`src/rtl/neuron_input_encoder.sv`:
```
// neuron_input_encoder: rate-coding spike source feeding the x vector of the LIF neuron.
// Each channel adds its intensity into a phase accumulator on every ce step; the carry-out is the spike.
module neuron_input_encoder #(
    parameter int n_stage = 4
) (
    input  logic                     clk,
    input  logic                     rst_n,
    input  logic                     ce,
    input  logic                     wr_en,
    input  logic [n_stage-1:0]       wr_addr,
    input  logic [7:0]               wr_data,
    input  logic                     start,
    input  logic [7:0]               frame_len,
    output logic [(1<<n_stage)-1:0]  x,
    output logic                     busy,
    output logic                     frame_done
);

    localparam int n_ch = 1 << n_stage;

    typedef enum logic {IDLE, RUN} state_t;

    state_t      state;
    state_t      state_next;
    logic [7:0]  shadow [n_ch];
    logic [7:0]  active [n_ch];
    logic [7:0]  acc    [n_ch];
    logic [8:0]  sum    [n_ch];
    logic [7:0]  cnt;
    logic        accept;
    logic        step;
    logic        last_step;

    assign accept    = (state == IDLE) && start && (frame_len != 8'd0);
    assign step      = (state == RUN) && ce;
    assign last_step = step && (cnt == 8'd1);

    always_ff @(posedge clk or negedge rst_n) begin
        if (!rst_n) begin
            state <= IDLE;
        end else begin
            state <= state_next;
        end
    end

    always_comb begin
        state_next = state;
        case (state)
            IDLE: if (accept)    state_next = RUN;
            RUN:  if (last_step) state_next = IDLE;
            default:             state_next = IDLE;
        endcase
    end

    always_comb begin
        busy = (state == RUN);
    end

    always_comb begin
        for (int i = 0; i < n_ch; i++) begin
            sum[i] = {1'b0, acc[i]} + {1'b0, active[i]};
        end
    end

    // Shadow bank is writable at any time; active only snapshots it when a frame starts.
    always_ff @(posedge clk or negedge rst_n) begin
        if (!rst_n) begin
            for (int i = 0; i < n_ch; i++) begin
                shadow[i] <= 8'd0;
            end
        end else if (wr_en) begin
            shadow[wr_addr] <= wr_data;
        end
    end

    always_ff @(posedge clk or negedge rst_n) begin
        if (!rst_n) begin
            for (int i = 0; i < n_ch; i++) begin
                active[i] <= 8'd0;
                acc[i]    <= 8'd0;
            end
            cnt        <= 8'd0;
            x          <= '0;
            frame_done <= 1'b0;
        end else begin
            x          <= '0;
            frame_done <= 1'b0;
            if (accept) begin
                for (int i = 0; i < n_ch; i++) begin
                    active[i] <= shadow[i];
                    acc[i]    <= 8'd0;
                end
                cnt <= frame_len;
            end else if (step) begin
                for (int i = 0; i < n_ch; i++) begin
                    acc[i] <= sum[i][7:0];
                    x[i]   <= sum[i][8];
                end
                cnt        <= cnt - 8'd1;
                frame_done <= (cnt == 8'd1);
            end
        end
    end

endmodule

```
`config.mk`:
```
export PLATFORM = sky130hd
export DESIGN_NAME = neuron_input_encoder
export DESIGN_NICKNAME = d
export VERILOG_FILES = /design/src/rtl/neuron_input_encoder.sv
export SDC_FILE = /design/constraint.sdc
export NUM_CORES = 1
export LEC_CHECK = 0
export CAP_MARGIN = 10
export CORE_MARGIN = 5
export CORE_UTILIZATION = 46
export CTS_CLUSTER_SIZE = 12
export DETAILED_ROUTE_END_ITERATION = 16
export GPL_TIMING_DRIVEN = 0
export SETUP_SLACK_MARGIN = 0.1
export SLEW_MARGIN = 20
export SYNTH_ARGS = -nofsm -noshare
export SYNTH_HDL_FRONTEND = slang
export SYNTH_SLANG_ARGS = --single-unit
```
`constraint.sdc`:
```
create_clock -name clk -period 2.5 [get_ports clk]
set_input_delay 0.5 -clock clk [delete_from_list [all_inputs] [get_ports clk]]
set_output_delay 0.5 -clock clk [all_outputs]
set_load 0.02 [all_outputs]
```
# Word level (Yosys, flattened, before mapping)
# Index checks and enable logic that the tools add are counted.
totals:
  mem_bits_rw: 0
  n_memories: 0
  reg_bits: 410
  output_inout_bits: 18
  mem_bits_ro: 0
  latch_bits: 0
classes:
  reduce_logical: 7
  addsub: 17
  bitwise_logic: 2
  eq_ne: 1
  shift: 0
  mul: 0
  n_lt_le_gt_ge: 2
  div_mod_pow: 0
  mux: 14
op_table:
  columns: ["cell", "count"]
  rows:
  - ["$mux W128", 2]
  - ["$add A8 B8 Y9", 16]
  - ["$bwmux W128", 1]
  - ["$demux W8 S4", 1]
  - ["$mux W16", 2]
  - ["$mux W8", 3]
  - ["$eq A8 B1 Y1 const B", 1]
  - ["$reduce_bool A8 Y1", 1]
  - ["$sub A8 B1 Y8 const B", 1]
  - ["$ge A5 B5 Y1 const B", 1]
  - ["$logic_and A1 B1 Y1", 5]
  - ["$lt A5 B1 Y1 const B", 1]
  - ["$not A4 Y5", 1]
  - ["$mux W1", 4]
  - ["$pmux W1 S2", 1]
  - ["$reduce_bool A2 Y1", 1]
  - ["$not A1 Y1", 1]

# Logic depth before layout (Yosys ltp)
depth:
  word_depth: 6
  ltp_mapped: 8
  depth_no_buf: 8

# Worst setup path after synthesis
# No wires, ideal clock.
synth_path:
  path_kind: "register to register"
  startpoint: "register active[0] (netlist bit)"
  endpoint: "register acc[6] (netlist bit)"
  path_stages_with_launch: 9
  n_path_buf: 0
  setup_slack_ps: 670
  period_less_slack_ps: 1830
  arrival_time_ps: 1708
  path_cell_list: "dfrtp_1 ha_1 inv_1 fa_1 nand2b_1 a21oi_1 o21a_1 or3_1 a32o_1"
synth_via:
  elab_chain_cells: 3
synth_rtl:
  columns: ["item", "line_no", "source"]
  rows:
  - ["from (decl)", "26", "logic [7:0] active [n_ch];"]
  - ["from (signal, indexed assignment)", "90", "active[i] <= shadow[i];"]
  - ["$add A8 B8 Y9", "61", "sum[i] = {1'b0, acc[i]} + {1'b0, active[i]};"]
  - ["$mux W128", "94", "end else if (step) begin"]
  - ["$mux W128", "88", "if (accept) begin"]
  - ["to (signal, indexed assignment)", "96", "acc[i] <= sum[i][7:0];"]
  - ["to (decl)", "27", "logic [7:0] acc [n_ch];"]
# No other way between the ends. The select of a mux whose other input is x is not followed.
# A chain may end at the register's enable or synchronous reset.

# Final worst setup path
layout_path:
  startpoint: "input port ce"
  endpoint: "register acc[102] (netlist bit)"
layout_via:
  elab_chain_cells: 2
layout_rtl:
  columns: ["item", "line_no", "source"]
  rows:
  - ["from (decl)", "8", "input logic ce,"]
  - ["$logic_and A1 B1 Y1", "35", "assign step = (state == RUN) && ce;"]
  - ["$reduce_bool A2 Y1 (no source line)", null, null]
# No other way between the ends.

==> flow_metrics.env <==
export IMPL_core_rowCount=76
export IMPL_power_frac_comb=0.417
export IMPL_syn_area_per_cell_um2=11.88
export IMPL_critPathTopFamily="buffers and inverters"
export IMPL_critical_path_max_fanout=10
export IMPL_hold_class="in -> async"
export IMPL_seq_area_frac_synth=0.5152
export IMPL_p_int_mw=18.85
export IMPL_crit_type="in -> reg"
export IMPL_critPathCaptureType="flip-flop"
export IMPL_grt_util_met3=0.04068
export IMPL_wl_per_cell_um=21.15
export IMPL_critPathBufInv=4
export IMPL_io_pins=43
export IMPL_vias_per_cell=5.612
export IMPL_final_hold_viol_count=0
export IMPL_die_area_mm2=0.04755
export IMPL_p_sw_frac=0.3669
export IMPL_grt_max_degree=91
export IMPL_gr_usage_all_layers=0.2155
export IMPL_synth_cell_type_count=42
export IMPL_fin_ws_ps=199.3
export IMPL_drc=0
export IMPL_seqPwrFrac=0.359
export IMPL_p_leak_nw=10.23
export IMPL_ys_seq_elements=410
export IMPL_p_clk_frac=0.224
export IMPL_p_switching_mw=10.92
export IMPL_cp_start_kind="input port"
export IMPL_cp_slowest_stage_delay_ps=690
export IMPL_cts_root_buf="clkbuf_16"
export IMPL_crit_required_ps=3000
export IMPL_relSlewSlack=0.1972
export IMPL_seqCellArea_mm2=0.01026
export IMPL_crit_chain="clkdlybuf4s50_1, and2_1, buf_2, buf_2, clkbuf_1, a32o_1"
export IMPL_drive_gt1_frac=0.1436
export IMPL_syn_inst=1677
export IMPL_place_hpwl_um=33600
export IMPL_synth_nets=1848
export IMPL_synth_largest_area_cell="dfrtp_1"
export IMPL_fin_hold_ws_ps=451.2
export IMPL_synth_flop_cell="dfrtp_1"
export IMPL_tightestPinTransition_ps=1204
export IMPL_setup_viol=0
export IMPL_worstPathArrival_ps=2800
export IMPL_status="complete, no violations"
export IMPL_p_per_area_mw_per_mm2=1312
export IMPL_pre_cts_ws_ps=-660.3
export IMPL_cts_reportedPaths_clkPinSlew_ps=60
export IMPL_nFillCells=3774
export IMPL_max_freq_mhz=434.7
export IMPL_met2_usage=0.3387
export IMPL_antenna_found_initial=3
export IMPL_cts_tree="built"
export IMPL_start_util=0.4634
export IMPL_overflow=0
export IMPL_crit_top_cell="buf_2"
export IMPL_vdd_drop_max_v=0.0006145
export IMPL_wirelength_um=50610
export IMPL_cts_sinks=410
export IMPL_async_flop_share=1.000
export IMPL_die_x_um=218.1
export IMPL_period_needed_ps=2301
export IMPL_nets=1943
export IMPL_rsz0062_at_grt="no"
export IMPL_core_region_area_mm2=0.04298
export IMPL_final_antenna_net_count=0
export IMPL_syn_to_final_growth_pct=13.92
export IMPL_synthTopCellsByArea="dfrtp_1 (52%), ha_1 (8.2%), mux2_2 (7.4%)"
export IMPL_drtIter0Drc=786
export IMPL_ctsLongestPathBuffers=3
export IMPL_top_usage_layer="met2"
export IMPL_routabilityCongestion=0.8399
export IMPL_fin_skew_ps=13.62
export IMPL_final_max_slew_viol_count=0
export IMPL_cts_htree_levels=2
export IMPL_synth_top_area_frac=0.5152
export IMPL_grt_pass1_wl_um=79230
export IMPL_clk_latency_ps=570
export IMPL_max_cap_violations=0
export IMPL_port_buffers=40
export IMPL_multi_input_area_mm2=0.009082
export IMPL_vias=13430
export IMPL_synth_edff_count=0
export IMPL_drtPass1Iterations=5
export IMPL_finalCritPeriodShare=0.9203
export IMPL_crit_slowest_cell="clkbuf_1"
export IMPL_grt_pass1_vias=13830
export IMPL_die_y_um=218.1
export IMPL_numCtsBuffers=47
export IMPL_grt_use_met1=0.2984
export IMPL_ys_warn_count=0
export IMPL_synthesis_area_mm2=0.01992
-- sequential cells by signal, indices dropped and copies added (netlist names) --
name        cells
cnt             8
acc           128
shadow        128
active        128
busy            1
frame_done      1
x              16
-- Yosys cell counts (all sizes together), types with 2 or more instances --
cell      n
a221o     3
a21o     17
nor3     35
o21bai   16
mux2    240
fa       16
nand3     2
o22ai    16
nor2     95
xor2     36
a211oi   33
clkbuf   26
nor4      3
nand2   107
dfrtp   410
a31oi    16
o21ai   165
ha      130
a32o     32
a22o     31
o21a     16
nand2b   51
nand3b    4
buf      37
inv      50
a21oi    64
or3      20
-- metrics by stage --
step | utilization | setup TNS, ps | cells | power, mW | instance area (um2)
5_1_grt | 0.5276 | 0 | 2389 | 32.04 | 22680
6_report | 0.5279 | 0 | 2393 | 29.77 | 22690
4_1_cts | 0.5276 | 0 | 2389 | 29.95 | 22680
3_5_place_dp | 0.4931 | -36370 | 2307 | 23.11 | 21190
3_3_place_gp | 0.4897 | -7144700 | 2302 | 22.66 | 21050
2_1_floorplan | - | 0 | 1677 | 19.72 | 19920
-- per-layer routing --
layer  part of all wire  wire length (um)
met1               0.46             23260
met2               0.45             22640
met3              0.058              2911
met5                  0                 0
met4              0.035              1795
-- layout by cell type (no fill, tap or decap), types with 16 or more instances in the layout --
master and n:
dfrtp_1 410, mux2_2 130, ha_1 130, o21ai_0 120
mux2_1 110, nand2_1 107, nor2_1 85, a21oi_1 63
nand2b_1 51, inv_1 50, clkbuf_16 47, o21ai_1 45
clkdlybuf4s50_1 39, xor2_1 36, nor3_1 35, clkbuf_1 33
a211oi_1 33, a32o_1 32, a22o_1 31, or3_1 20
a21o_1 17, o21a_1 16, o21bai_1 16, o22ai_1 16
a31oi_1 16, fa_1 16
-- logic make-up after synthesis --
kind of cell / synth area share
multiplexers: 0.1357
AO/OA/AOI/OAI: 0.1303
buffers and inverters: 0.02877
adder cells (fa/ha/maj): 0.09776
XOR/XNOR: 0.01627
AND/OR/NAND/NOR: 0.07602
flip-flops: 0.5152
-- power by group through the flow --
stage / registers [mW] / logic (mW) / clock network [mW]
2_1_floorplan: 10.4 / 9.30 / 0
3_3_place_gp: 10.7 / 11.9 / 0
3_5_place_dp: 10.8 / 12.4 / 0
4_1_cts: 10.7 / 12.5 / 6.81
5_1_grt: 11.0 / 14.0 / 7.06
6_report: 10.7 / 12.4 / 6.66
-- final cells by class --
cell class	count	area share
timing repair buffer	46	0.02438
sequential	410	0.4522
inverter	50	0.008272
antenna	4	0.0004412
multi-input combinational	1154	0.4003
clock inverter	12	0.005349
tap	585	0.03226
clock buffer	69	0.05945
buffer	63	0.01732
-- worst paths after layout --
check                            from  slack (ps)          to  cells after the start
max                                ce         200    acc[102]                      6
min                             rst_n         450  shadow[22]                      2
max reg2reg                      busy         230    acc[102]                      5
min reg2reg                shadow[33]         470  active[33]                      2
max in group asynchronous       rst_n         490     acc[95]                      5
min in group clk           shadow[33]         470  active[33]                      2
-- what timing repair did --
action                     CTS  global route
buffers inserted             0             0
hold buffers                 1             0
resized for setup            2             3
setup endpoints to repair   20             9
hold endpoints to repair    56             0
Power figures use the tool's default switching activity.
==> RTL edit: new RTL, same flow settings <==
`n_stage`: 4 -> 3.
--- a/src/rtl/neuron_input_encoder.sv
+++ b/src/rtl/neuron_input_encoder.sv
@@ -3,3 +3,3 @@
 module neuron_input_encoder #(
-    parameter int n_stage = 4
+    parameter int n_stage = 3
 ) (
Ports: changed (resized wr_addr and x); port bits go from 43 to 34. The function was not compared with the original's and may differ.
==> RTL edit against the unedited design <==
Utilization is 0.87 points higher. Critical endpoint is now acc[10]$_DFFE_PN0P_. Sequential cell count shrank 200. Via count is 46% lower. Design area decreased by 48%. Area after synthesis down 49%. Sequential share of layout area is 0.48 points lower. Hold slack got worse by 0.029 ns. Worst setup slack worse by 0.0070 ns. Critical path type unchanged. Count of clock-buffer cells in the layout shrank 34. Clock skew decreased by 0.0051 ns. Wire length fell by 50%. Total power is 50% lower.
==> RTL edit: results (changes against the unedited design) <==
[finish]
fillers=2015  ; -47%
top_regs=acc (64), active (64), shadow (64)
diodes=0  ; -4
fin_nets=1135  ; -42%
drive_gt1_share_pct=12.37  ; -2.0 points

[placement]
dpl.hpwl_um=16240  ; -52%
numPortBuffers=29  ; -28%
place_area_mm2=0.01096  ; -48%
gp_congestion=0.8124  ; -3.3%
placed_cells=1290  ; -44%

[setup_path]
reg2reg_depth=5  ; unchanged
cp_slowest_cell=clkbuf_1
path_delay_family=buffers and inverters
crit_arrival_ns=2.76  ; -0.04 ns
crit_path_end_kind=flop
rr_startpoint=busy$_DFF_PN0_
max_stage_delay_ns=0.78  ; +0.09 ns
r2r_end=acc[10]$_DFFE_PN0P_
rrSetupSlack_ns=0.23  ; about the same
startpoint=ce

[clock_network]
numCtsBuffers=24  ; -49%
clk_latency_ns=0.52  ; -0.05 ns
htree_levels=1  ; -1
clkTransAtPathRegs_ns=0.06  ; about the same
postCtsSetupBuffers=0  ; unchanged
cts_buffer_depth=3  ; unchanged

[timing]
max_slew_margin_pct=34.51  ; +15 points
clock-skew-final_ns=0.008554  ; -0.005069 ns

[route]
wl_met2_um=11220  ; -50%
dr_wl_met3_um=962  ; -67%
wire_per_inst_um=18.90  ; -11%
viasPerCell=5.494  ; -2.1%
via_count=7313  ; -46%
top_layer=met4
wl_met1_um=12410  ; -47%
drt_iter0_markers=450  ; -43%

[synthesis]
synthCells=979  ; -42%
seq_area_frac_synth_pct=51.24  ; -0.27 points
yosysWarnings=0  ; unchanged
synthFlopType=dfrtp_1
synth_cell_type_count=46  ; +9.5%
synthTopCellsByArea=dfrtp_1 51%, ha_1 8.1%, nand2_1 7.9%
synth_common_cells=217 x nand2_1, 210 x dfrtp_1, 66 x ha_1, 64 x mux2_2, 61 x o21ai_0
yosysMostFrequentCell=nand2_1

[status]
status=finished, final reports clean

[pwr]
power_frac_seq_pct=37.2  ; +1.3 points
p_comb_share_pct=39.1  ; -2.6 points
p_leak_nw=5.467  ; -47%
switchingPower_w=0.005318  ; -51%
ir_drop_mv=0.6542  ; +6.5%

[global_route]
track_usage_pct=20.10  ; -1.5 points
grt_util_met3_pct=2.718  ; -1.3 points
grt_pass1_wl_um=40790  ; -49%
antenna_found_initial=0  ; -3
grt_use_met1_pct=30.19  ; +0.36 points
grt_max_degree=96  ; +5.5%
gr-usage-met2_pct=31.29  ; -2.6 points

[min_path]
hold_class=in -> async

-- RTL edit: cell types whose count changed after synthesis, sizes merged, moves of 51 or more --
cell | before | now
o21ai | 165 | 91
nand2 | 107 | 217
dfrtp | 410 | 210
nor2 | 95 | 44
mux2 | 240 | 64
ha | 130 | 66
-- RTL edit: cell type report --
type	instances	share of cell area (%)
timing repair buffer	32	3.068
sequential	210	44.74
clock inverter	5	0.6391
clock buffer	35	5.986
buffer	36	1.534
tap	280	2.983
inverter	26	0.8308
multi-input combinational	707	40.22
-- RTL edit: stage by stage --
| stage | setup slack [ns] | hold WS [ns] | setup TNS, ns | utilization [%] | power (W) |
|---|---|---|---|---|---|
| 2_1_floorplan | 0.6648 | 0.2044 | 0 | - | 0.009928 |
| 3_3_place_gp | -8.250 | 0.4403 | -1739.19 | 49.77 | 0.01124 |
| 3_5_place_dp | -0.4078 | 0.3649 | -12.75 | 50.05 | 0.01139 |
| 4_1_cts | 0.1191 | 0.4121 | 0 | 53.65 | 0.01498 |
| 5_1_grt | 0.1435 | 0.4461 | 0 | 53.66 | 0.01616 |
| 6_report | 0.1924 | 0.4226 | 0 | 53.66 | 0.01488 |
-- RTL edit: kinds of logic (layout without fill, tap and decap cells) --
logic type / count (synthesis) / after routing / share of synthesized area [%]
flops: 210 / 210 / 51.24
fa+ha+maj: 74 / 74 / 9.614
simple gates: 339 / 339 / 14.73
xor+xnor: 20 / 20 / 1.708
buf+inv: 62 / 134 / 2.684
compound gates: 210 / 210 / 12.99
mux: 64 / 64 / 7.028
-- RTL edit: what timing repair did --
item | 4_1_cts | 5_1_grt
hold endpoints to repair | 23 | 0
hold buffers | 1 | 0
cloned | 0 | 0
resized for setup | 1 | 3
setup endpoints to repair | 1 | 6
